### config.mk
export PLATFORM = sky130hd
export DESIGN_NAME = uart_receiver
export DESIGN_NICKNAME = d
export VERILOG_FILES = /design/src/rtl/uart_receiver_pkg.sv /design/src/rtl/uart_receiver_packet_checker.sv /design/src/rtl/uart_receiver.sv
export SDC_FILE = /design/constraint.sdc
export NUM_CORES = 1
export LEC_CHECK = 0
export ABC_AREA = 0
export BUFFER_PORTS_ARGS = -buffer_cell sky130_fd_sc_hd__clkbuf_2
export CORE_ASPECT_RATIO = 1.1
export CORE_MARGIN = 2
export CORE_UTILIZATION = 25
export DETAILED_ROUTE_END_ITERATION = 7
export PLACE_DENSITY = 0.43
export SYNTH_ARGS = -nofsm -noshare
export SYNTH_HDL_FRONTEND = slang
export SYNTH_SLANG_ARGS = --single-unit
### constraint.sdc
create_clock -name clk -period 1.55 [get_ports clk]
set_input_delay 0 -clock clk [delete_from_list [all_inputs] [get_ports clk]]
set_output_delay 0 -clock clk [all_outputs]
set_load 0.05 [all_outputs]
### src/rtl/uart_receiver_pkg.sv
// Shared definitions for the UART receiver: frame geometry and FSM states.
package uart_receiver_pkg;

  localparam int unsigned DATA_W     = 8;
  localparam int unsigned PACKET_W   = 11;
  localparam int unsigned START_IDX  = 0;
  localparam int unsigned PARITY_IDX = 9;
  localparam int unsigned STOP_IDX   = 10;

  typedef enum logic [2:0] {
    IDLE,
    START,
    DATA,
    PARITY,
    STOP
  } state_t;

endpackage

### src/rtl/uart_receiver_packet_checker.sv
// packet_checker: splits an assembled 11-bit serial packet back into its data
// byte and checks the parity and stop bits.
//   packet    in   PACKET_W  {stop, parity, D7..D0, start}
//   data      out  DATA_W    D7..D0
//   parity_ok out  1         parity bit matches the configured parity
//   stop_ok   out  1         frame delimiters are valid (stop=1, start=0)
module packet_checker
  import uart_receiver_pkg::*;
#(
  parameter int unsigned PARITY_ODD = 0
) (
  input  logic [PACKET_W-1:0] packet,
  output logic [DATA_W-1:0]   data,
  output logic                parity_ok,
  output logic                stop_ok
);

  always_comb begin
    data      = packet[START_IDX+1 +: DATA_W];
    parity_ok = ((^data) ^ 1'(PARITY_ODD)) == packet[PARITY_IDX];
    stop_ok   = packet[STOP_IDX] & ~packet[START_IDX];
  end

endmodule

### src/rtl/uart_receiver.sv
// uart_receiver: 8-bit UART receiver, frame = start, D0..D7, parity, stop.
//   clk           in   system clock, rising edge
//   reset         in   synchronous, active-low
//   rx_en         in   receiver enable; low aborts any frame in progress
//   rx_d          in   asynchronous serial line (idles high)
//   data_out      out  last received byte (held until the next data_valid)
//   data_valid    out  one-cycle pulse per completed frame
//   parity_error  out  parity mismatch for the reported frame
//   framing_error out  stop bit was 0 for the reported frame
//   busy          out  FSM is not IDLE
module uart_receiver
  import uart_receiver_pkg::*;
#(
  parameter int unsigned CLKS_PER_BIT = 16,
  parameter int unsigned PARITY_ODD   = 0
) (
  input  logic              clk,
  input  logic              reset,
  input  logic              rx_en,
  input  logic              rx_d,
  output logic [DATA_W-1:0] data_out,
  output logic              data_valid,
  output logic              parity_error,
  output logic              framing_error,
  output logic              busy
);

  localparam int unsigned CNT_W = $clog2(CLKS_PER_BIT);

  state_t              state, state_next;
  logic                sync1, sync2, line_prev;
  logic [CNT_W-1:0]    cnt;
  logic [2:0]          bit_idx;
  logic [DATA_W-1:0]   data_sr;
  logic                par_bit, stop_bit;
  logic                done;
  logic                cnt_clr, sample, frame_done;
  logic [DATA_W-1:0]   chk_data;
  logic                chk_parity_ok, chk_stop_ok;

  assign busy = (state != IDLE);

  always_ff @(posedge clk) begin
    if (!reset) state <= IDLE;
    else        state <= state_next;
  end

  always_comb begin
    state_next = state;
    cnt_clr    = 1'b0;
    sample     = 1'b0;
    frame_done = 1'b0;
    if (!rx_en) begin
      state_next = IDLE;
      cnt_clr    = 1'b1;
    end else begin
      unique case (state)
        IDLE: begin
          cnt_clr = 1'b1;
          // line_prev tracks sync2 in every state, so a line held low
          // after a frame never looks like a new falling edge.
          if (line_prev && !sync2) state_next = START;
        end
        START: begin
          if (cnt == CNT_W'(CLKS_PER_BIT/2 - 1)) begin
            cnt_clr    = 1'b1;
            state_next = sync2 ? IDLE : DATA;
          end
        end
        DATA: begin
          if (cnt == CNT_W'(CLKS_PER_BIT - 1)) begin
            cnt_clr = 1'b1;
            sample  = 1'b1;
            if (bit_idx == 3'(DATA_W - 1)) state_next = PARITY;
          end
        end
        PARITY: begin
          if (cnt == CNT_W'(CLKS_PER_BIT - 1)) begin
            cnt_clr    = 1'b1;
            sample     = 1'b1;
            state_next = STOP;
          end
        end
        STOP: begin
          if (cnt == CNT_W'(CLKS_PER_BIT - 1)) begin
            cnt_clr    = 1'b1;
            sample     = 1'b1;
            frame_done = 1'b1;
            state_next = IDLE;
          end
        end
        default: state_next = IDLE;
      endcase
    end
  end

  packet_checker #(.PARITY_ODD(PARITY_ODD)) u_checker (
    .packet    ({stop_bit, par_bit, data_sr, 1'b0}),
    .data      (chk_data),
    .parity_ok (chk_parity_ok),
    .stop_ok   (chk_stop_ok)
  );

  always_ff @(posedge clk) begin
    if (!reset) begin
      sync1         <= 1'b1;
      sync2         <= 1'b1;
      line_prev     <= 1'b1;
      cnt           <= '0;
      bit_idx       <= '0;
      data_sr       <= '0;
      par_bit       <= 1'b0;
      stop_bit      <= 1'b0;
      done          <= 1'b0;
      data_out      <= '0;
      data_valid    <= 1'b0;
      parity_error  <= 1'b0;
      framing_error <= 1'b0;
    end else begin
      sync1     <= rx_d;
      sync2     <= sync1;
      line_prev <= sync2;
      cnt       <= cnt_clr ? '0 : cnt + 1'b1;
      if (state == START) bit_idx <= '0;
      if (sample) begin
        unique case (state)
          DATA: begin
            // LSB arrives first, so shift in from the top.
            data_sr <= {sync2, data_sr[DATA_W-1:1]};
            bit_idx <= bit_idx + 1'b1;
          end
          PARITY:  par_bit  <= sync2;
          STOP:    stop_bit <= sync2;
          default: ;
        endcase
      end
      // Stop bit lands in the packet on the sample edge; results are
      // published one cycle later once the packet is complete.
      done       <= frame_done;
      data_valid <= done;
      if (done) begin
        data_out      <= chk_data;
        parity_error  <= ~chk_parity_ok;
        framing_error <= ~chk_stop_ok;
      end
    end
  end

endmodule

---- Word level (Yosys, flattened, before mapping) ----
Cells that the tools add are included.
cells by class
  bitwise gates (word level) .............. 3
  add/sub/neg operators ................... 2
  multiplexer cells ....................... 17
  reductions and logical operators ........ 13
  eq/ne operators ......................... 14
operators by type and width
  operator             number
  $mux 3               9
  $pmux 3 s5           1
  $ne 2x2->1 const B   6
  $reduce_and 2->1     4
  $reduce_xor 8->1     1
  $eq 3x2->1 const B   2
  $eq 3x3->1 const B   2
  $reduce_and 6->1     1
  $mux 1               5
  $add 4x1->4 const B  1
  $eq 4x3->1 const B   1
  $eq 4x4->1 const B   1
  $add 3x1->3 const B  1
  $eq 3x1->1 const B   1
  $logic_not 3->1      1
  $not 1->1            3
  $pmux 1 s3           1
  $reduce_and 3->1     1
  $reduce_bool 3->1    1
  $reduce_or 3->1      1
  $mux 2               1
  $reduce_or 2->1      1
  $eq 1x1->1           1
  $logic_and 1x1->1    1
  $logic_not 1->1      1
word-level totals
  output and inout port bits .............. 12
  word-level logic and storage cells ...... 63
  bits of input ports ..................... 4
  flip-flop bits (word level) ............. 35

---- Longest topological paths before layout ----
  depth after elaboration ................. 5
  depth in mapped cells ................... 6
  depth with buffers taken out ............ 6

---- Hierarchy ----
From an unflattened synthesis, not the netlist that was laid out.
unflattened totals
  cells, all modules ...................... 162
  area, all modules ....................... 1610.3 um^2
by module, submodules not included
  module          times used  seq. area each (um^2)  area each (um^2)  cells an instance
  uart_receiver   1           700.7                  1468.9            146
  packet_checker  1           0.0                    141.4             16

---- Worst setup path before layout ----
OpenSTA, ideal clock, no wires.
  kind .................................... register to register
  start ................................... register state[2]
  end ..................................... register cnt[3]
  arrival ................................. 1.422 ns
  setup time .............................. 0.116 ns
  buffers on the path ..................... 1
  stages on the path, launching flop included .. 6
  required time ........................... 1.434 ns
  slack ................................... 0.012 ns
  clock period less this slack ............ 1.538 ns
  cells stage by stage .................... dfxtp_1 buf_4 or3_1 nand3_1 nand3b_1 nor2_1
between the ends
  cells in the longest elaborated chain, start to end .. 5
  elaborated cells on any way between the ends .. 9
  classes of those cells .................. eq/ne: 4; mux: 2; reduce/logical: 3
ends and longest elaborated chain
  what                                             RTL line              text
  start: declaration                               uart_receiver.sv:30   state_t state, state_next;
  start signal: assignment                         uart_receiver.sv:45   else state <= state_next;
  $eq 3x3->1 / $eq 3x2->1 (equally long branches)  uart_receiver.sv:57   unique case (state)
  $reduce_or 3->1 (no line)                        -
  $pmux 1 s3 (*)                                   uart_receiver.sv:57
  $mux 1 (*)                                       uart_receiver.sv:53   if (!rx_en) begin
  $reduce_or 2->1 (no line) (*)                    -
  end signal: assignment                           uart_receiver.sv:123  cnt <= cnt_clr ? '0 : cnt + 1'b1;
  end: declaration                                 uart_receiver.sv:32   logic [CNT_W-1:0] cnt;
Every way passes the cells marked *; elsewhere a longest branch is shown, timed or not.
A chain may end at the register's enable or synchronous reset.

---- Worst setup path in the final report ----
  start ................................... register cnt[0]
  end ..................................... register par_bit
between the ends
  cells in the longest elaborated chain, start to end .. 5
ends and longest elaborated chain
  what                        RTL line                                                       text
  $eq 4x4->1                  uart_receiver.sv:71, uart_receiver.sv:78, uart_receiver.sv:85
  $mux 1                      uart_receiver.sv:71, uart_receiver.sv:78, uart_receiver.sv:85
  $mux 1                      -
  $mux 1                      uart_receiver.sv:53
  $reduce_and 2->1 (no line)  -
  end signal: assignment      uart_receiver.sv:132                                           PARITY: par_bit <= sync2;
  end: declaration            uart_receiver.sv:35                                            logic par_bit, stop_bit;
Every way passes these cells.

==> impl_metrics.py <==
metrics = {
    "outcome": {
        "status": "complete, no violations",
    },
    "setup_path": {
        "path_buf_inv": 0,
        "path_cells": "ha_4 -> nand3_2 -> nor4_1 -> mux2i_1 -> nor2b_1",
        "critical_path.endpoint_type": "register",
        "slowest_delay_ns": 0.42,
        "cp_max_fo": 4,
        "arrival_ns": 1.63,
        "critPathRequiredTime_ns": 1.73,
        "setup.worst_path.start_class": "register",
        "path_class": "register to register",
        "cp_top_family": "simple AND/OR/NAND/NOR gates",
        "crit_slowest_cell": "nor4_1",
    },
    "timing": {
        "relSlewSlack_pct": 70.9,
        "min_period_ns": 1.45,
        "setup_viol": 0,
        "rsz0062_at_grt": "no",
        "worst_pin_slew_ns": 0.433,
        "timing.fmax_mhz": 689,
        "fin_crit_sh_pct": 93.6,
        "final_max_slew_viol_count": 0,
        "fin_skew_ns": 0.00636,
        "finalHoldViolCount": 0,
    },
    "clock_tree": {
        "cts_buffer_depth": 2,
        "postCtsSetupBuffers": 0,
        "clk_latency_ns": 0.28,
        "clock-sinks": 35,
        "h-tree-depth": 2,
        "cts_made_buffers": 5,
        "cts-root-buf": "clkbuf_8",
        "cts_tree": "done",
        "clk_pin_slew_ns": 0.07,
    },
    "logic_synthesis": {
        "ys_types": 38,
        "yosysWarnings": 0,
        "syn_avg_cell_area_um2": 10.4,
        "synth_edf_count": 0,
        "synth-async-reset-ratio_pct": 0,
        "yosysTopAreaCellShare_pct": 43.9,
        "synth_top_cell_by_area": "dfxtp_1",
        "synthTopCellsByArea": "dfxtp_1 44%, mux2i_1 13%, nor2b_1 9.0%, buf_6 2.8%, ha_1 2.4%",
        "synthCells": 154,
        "synth_nets": 161,
        "seq_area_frac_synth_pct": 43.9,
        "syn-cell-area_um2": 1600,
        "yosys_register_bits": 35,
        "ys.flop_type": "dfxtp_1",
    },
    "route": {
        "drtPass1Iterations": 4,
        "wl_per_cell_um": 11.9,
        "dr.max_layer_used": "met4",
        "vias": 1140,
        "drc": 0,
        "drtAntennaViolNets": 0,
        "wl_met1_um": 1460,
        "route.met3.wl_um": 119,
        "route.met2.wl_um": 1450,
        "drt_iter0_drc": 37,
        "via_per_inst": 4.40,
        "drt-total-wl_um": 3090,
    },
    "final_layout": {
        "fin_cells": 259,
        "insertedDiodeCount": 0,
        "post-route-util_pct": 31.2,
        "fin_nets": 186,
        "syn2layout_area_growth_pct": 20.3,
        "nFillCells": 665,
        "layout_common_cells": "31 x dfxtp_1, 23 x nor2b_1, 21 x mux2i_1",
        "final_common_cell": "dfxtp_1",
        "layout-drive-gt1-share_pct": 24.6,
    },
    "power_and_ir_drop": {
        "power_leakage_nw": 0.683,
        "p_total_mw": 1.62,
        "powerDensity_nw_per_um2": 842,
        "ir_drop_uv": 508,
    },
    "floorplanning": {
        "core.rowCount": 30,
        "die_height_um": 87.8,
        "die_x_um": 80.2,
        "ios": 16,
        "core-area_um2": 6160,
        "die_area_um2": 7040,
        "initial_core_util_pct": 25.9,
    },
    "global_routing": {
        "antenna_found_initial": 0,
        "grt_max_degree": 16,
        "grt_usage_pct": 9.93,
        "grt_pass1_wl_um": 5470,
        "grt_remaining_overflow": 0,
        "grt_pass1_vias": 1199,
    },
    "placed_design": {
        "dp.cells": 250,
        "dp_hpwl_um": 2190,
        "portBuffers": 15,
        "gp_congestion": 0.753,
    },
    "min_path": {
        "hold_path_class": "primary input to register",
    },
    "job": {
        "maxCapViolations": 0,
    },
}
[cell usage after synthesis (2+ instances only)]
| cell | count |
|---|---|
| buf_6 | 4 |
| clkbuf_1 | 2 |
| nand3b_1 | 4 |
| mux2i_1 | 21 |
| inv_1 | 3 |
| xnor2_1 | 4 |
| xor2_1 | 3 |
| dfxtp_1 | 35 |
| and2_1 | 2 |
| nand2b_1 | 3 |
| nor2_1 | 6 |
| or4_1 | 2 |
| ha_1 | 3 |
| a21oi_1 | 6 |
| nand3_1 | 4 |
| nor2b_1 | 23 |
| nor3b_1 | 2 |
| nand2_1 | 5 |
| o21ai_0 | 3 |
[metrics by stage]
stage               setup TNS [ns]  instance area, um2  setup slack (ns)  hold WS, ns
finish                           0                1920            0.0994       0.0141
global route                     0                1920           0.00246       0.0387
CTS                              0                1900            0.0320      0.00955
detailed placement          -0.157                1770           -0.0654        0.188
global placement                 0                1770            0.0124        0.181
floorplan                        0                1600            0.0124        0.101
[flip-flops by register name, summed over array words and instances, names as in the netlist, 3 cells and up]
name      flops
cnt           4
data_out      8
bit_idx       3
data_sr       8
state         3
[timing repair]
action,CTS,global route
resized for setup,7,8
pin swaps,1,0
hold buffers,1,0
setup endpoints to repair,10,15
cloned,1,0
hold endpoints to repair,1,0
[worst register-to-register path: stages (launching register included)]
cell and delay, ns:
dfxtp_2 0.36, ha_4 0.16, nand3_2 0.13, nor4_1 0.42
mux2i_1 0.23, nor2b_1 0.06
[where the power goes]
group          leakage [nW]  total [mW]  switching (mW)  internal (mW)
sequential            0.285       0.904         0.00279          0.901
combinational         0.351      0.0517          0.0274         0.0243
clock                0.0470       0.662           0.314          0.348
[worst paths after layout]
check	cells past startpoint	endpoint	from	slack, ns
setup / recovery	5	par_bit	cnt[0]	0.1
hold / removal	3	cnt[2]	rx_en	0.01
setup reg to reg	5	par_bit	cnt[0]	0.1
hold reg to reg	1	sync2	sync1	0.40
[cells by family after synthesis]
group           share of synthesized area, %
xor+xnor                                5.25
mux                                     13.2
fa+ha+maj                               2.35
flops                                   43.9
simple gates                            24.7
buf+inv                                 4.78
compound gates                          5.88
[area by class of cell]
| cell class | count | area (um2) | share of cell area (%) |
|---|---|---|---|
| Sequential cell | 35 | 708 | 36.9 |
| Timing Repair Buffer | 26 | 168 | 8.73 |
| Clock inverter | 1 | 5.00 | 0.261 |
| Tap cell | 80 | 100 | 5.21 |
| Inverter | 3 | 11.3 | 0.586 |
| Multi-Input combinational cell | 108 | 846 | 44.0 |
| Clock buffer | 6 | 82.6 | 4.30 |
[metal layers]
layer	vias to the layer above	global-route usage, %
li1	571	-
met1	545	12.1
met2	17	16.4
met3	7	2.78
met4	0	4.16
met5	-	0
No activity file was read; power rests on OpenSTA's default activity.
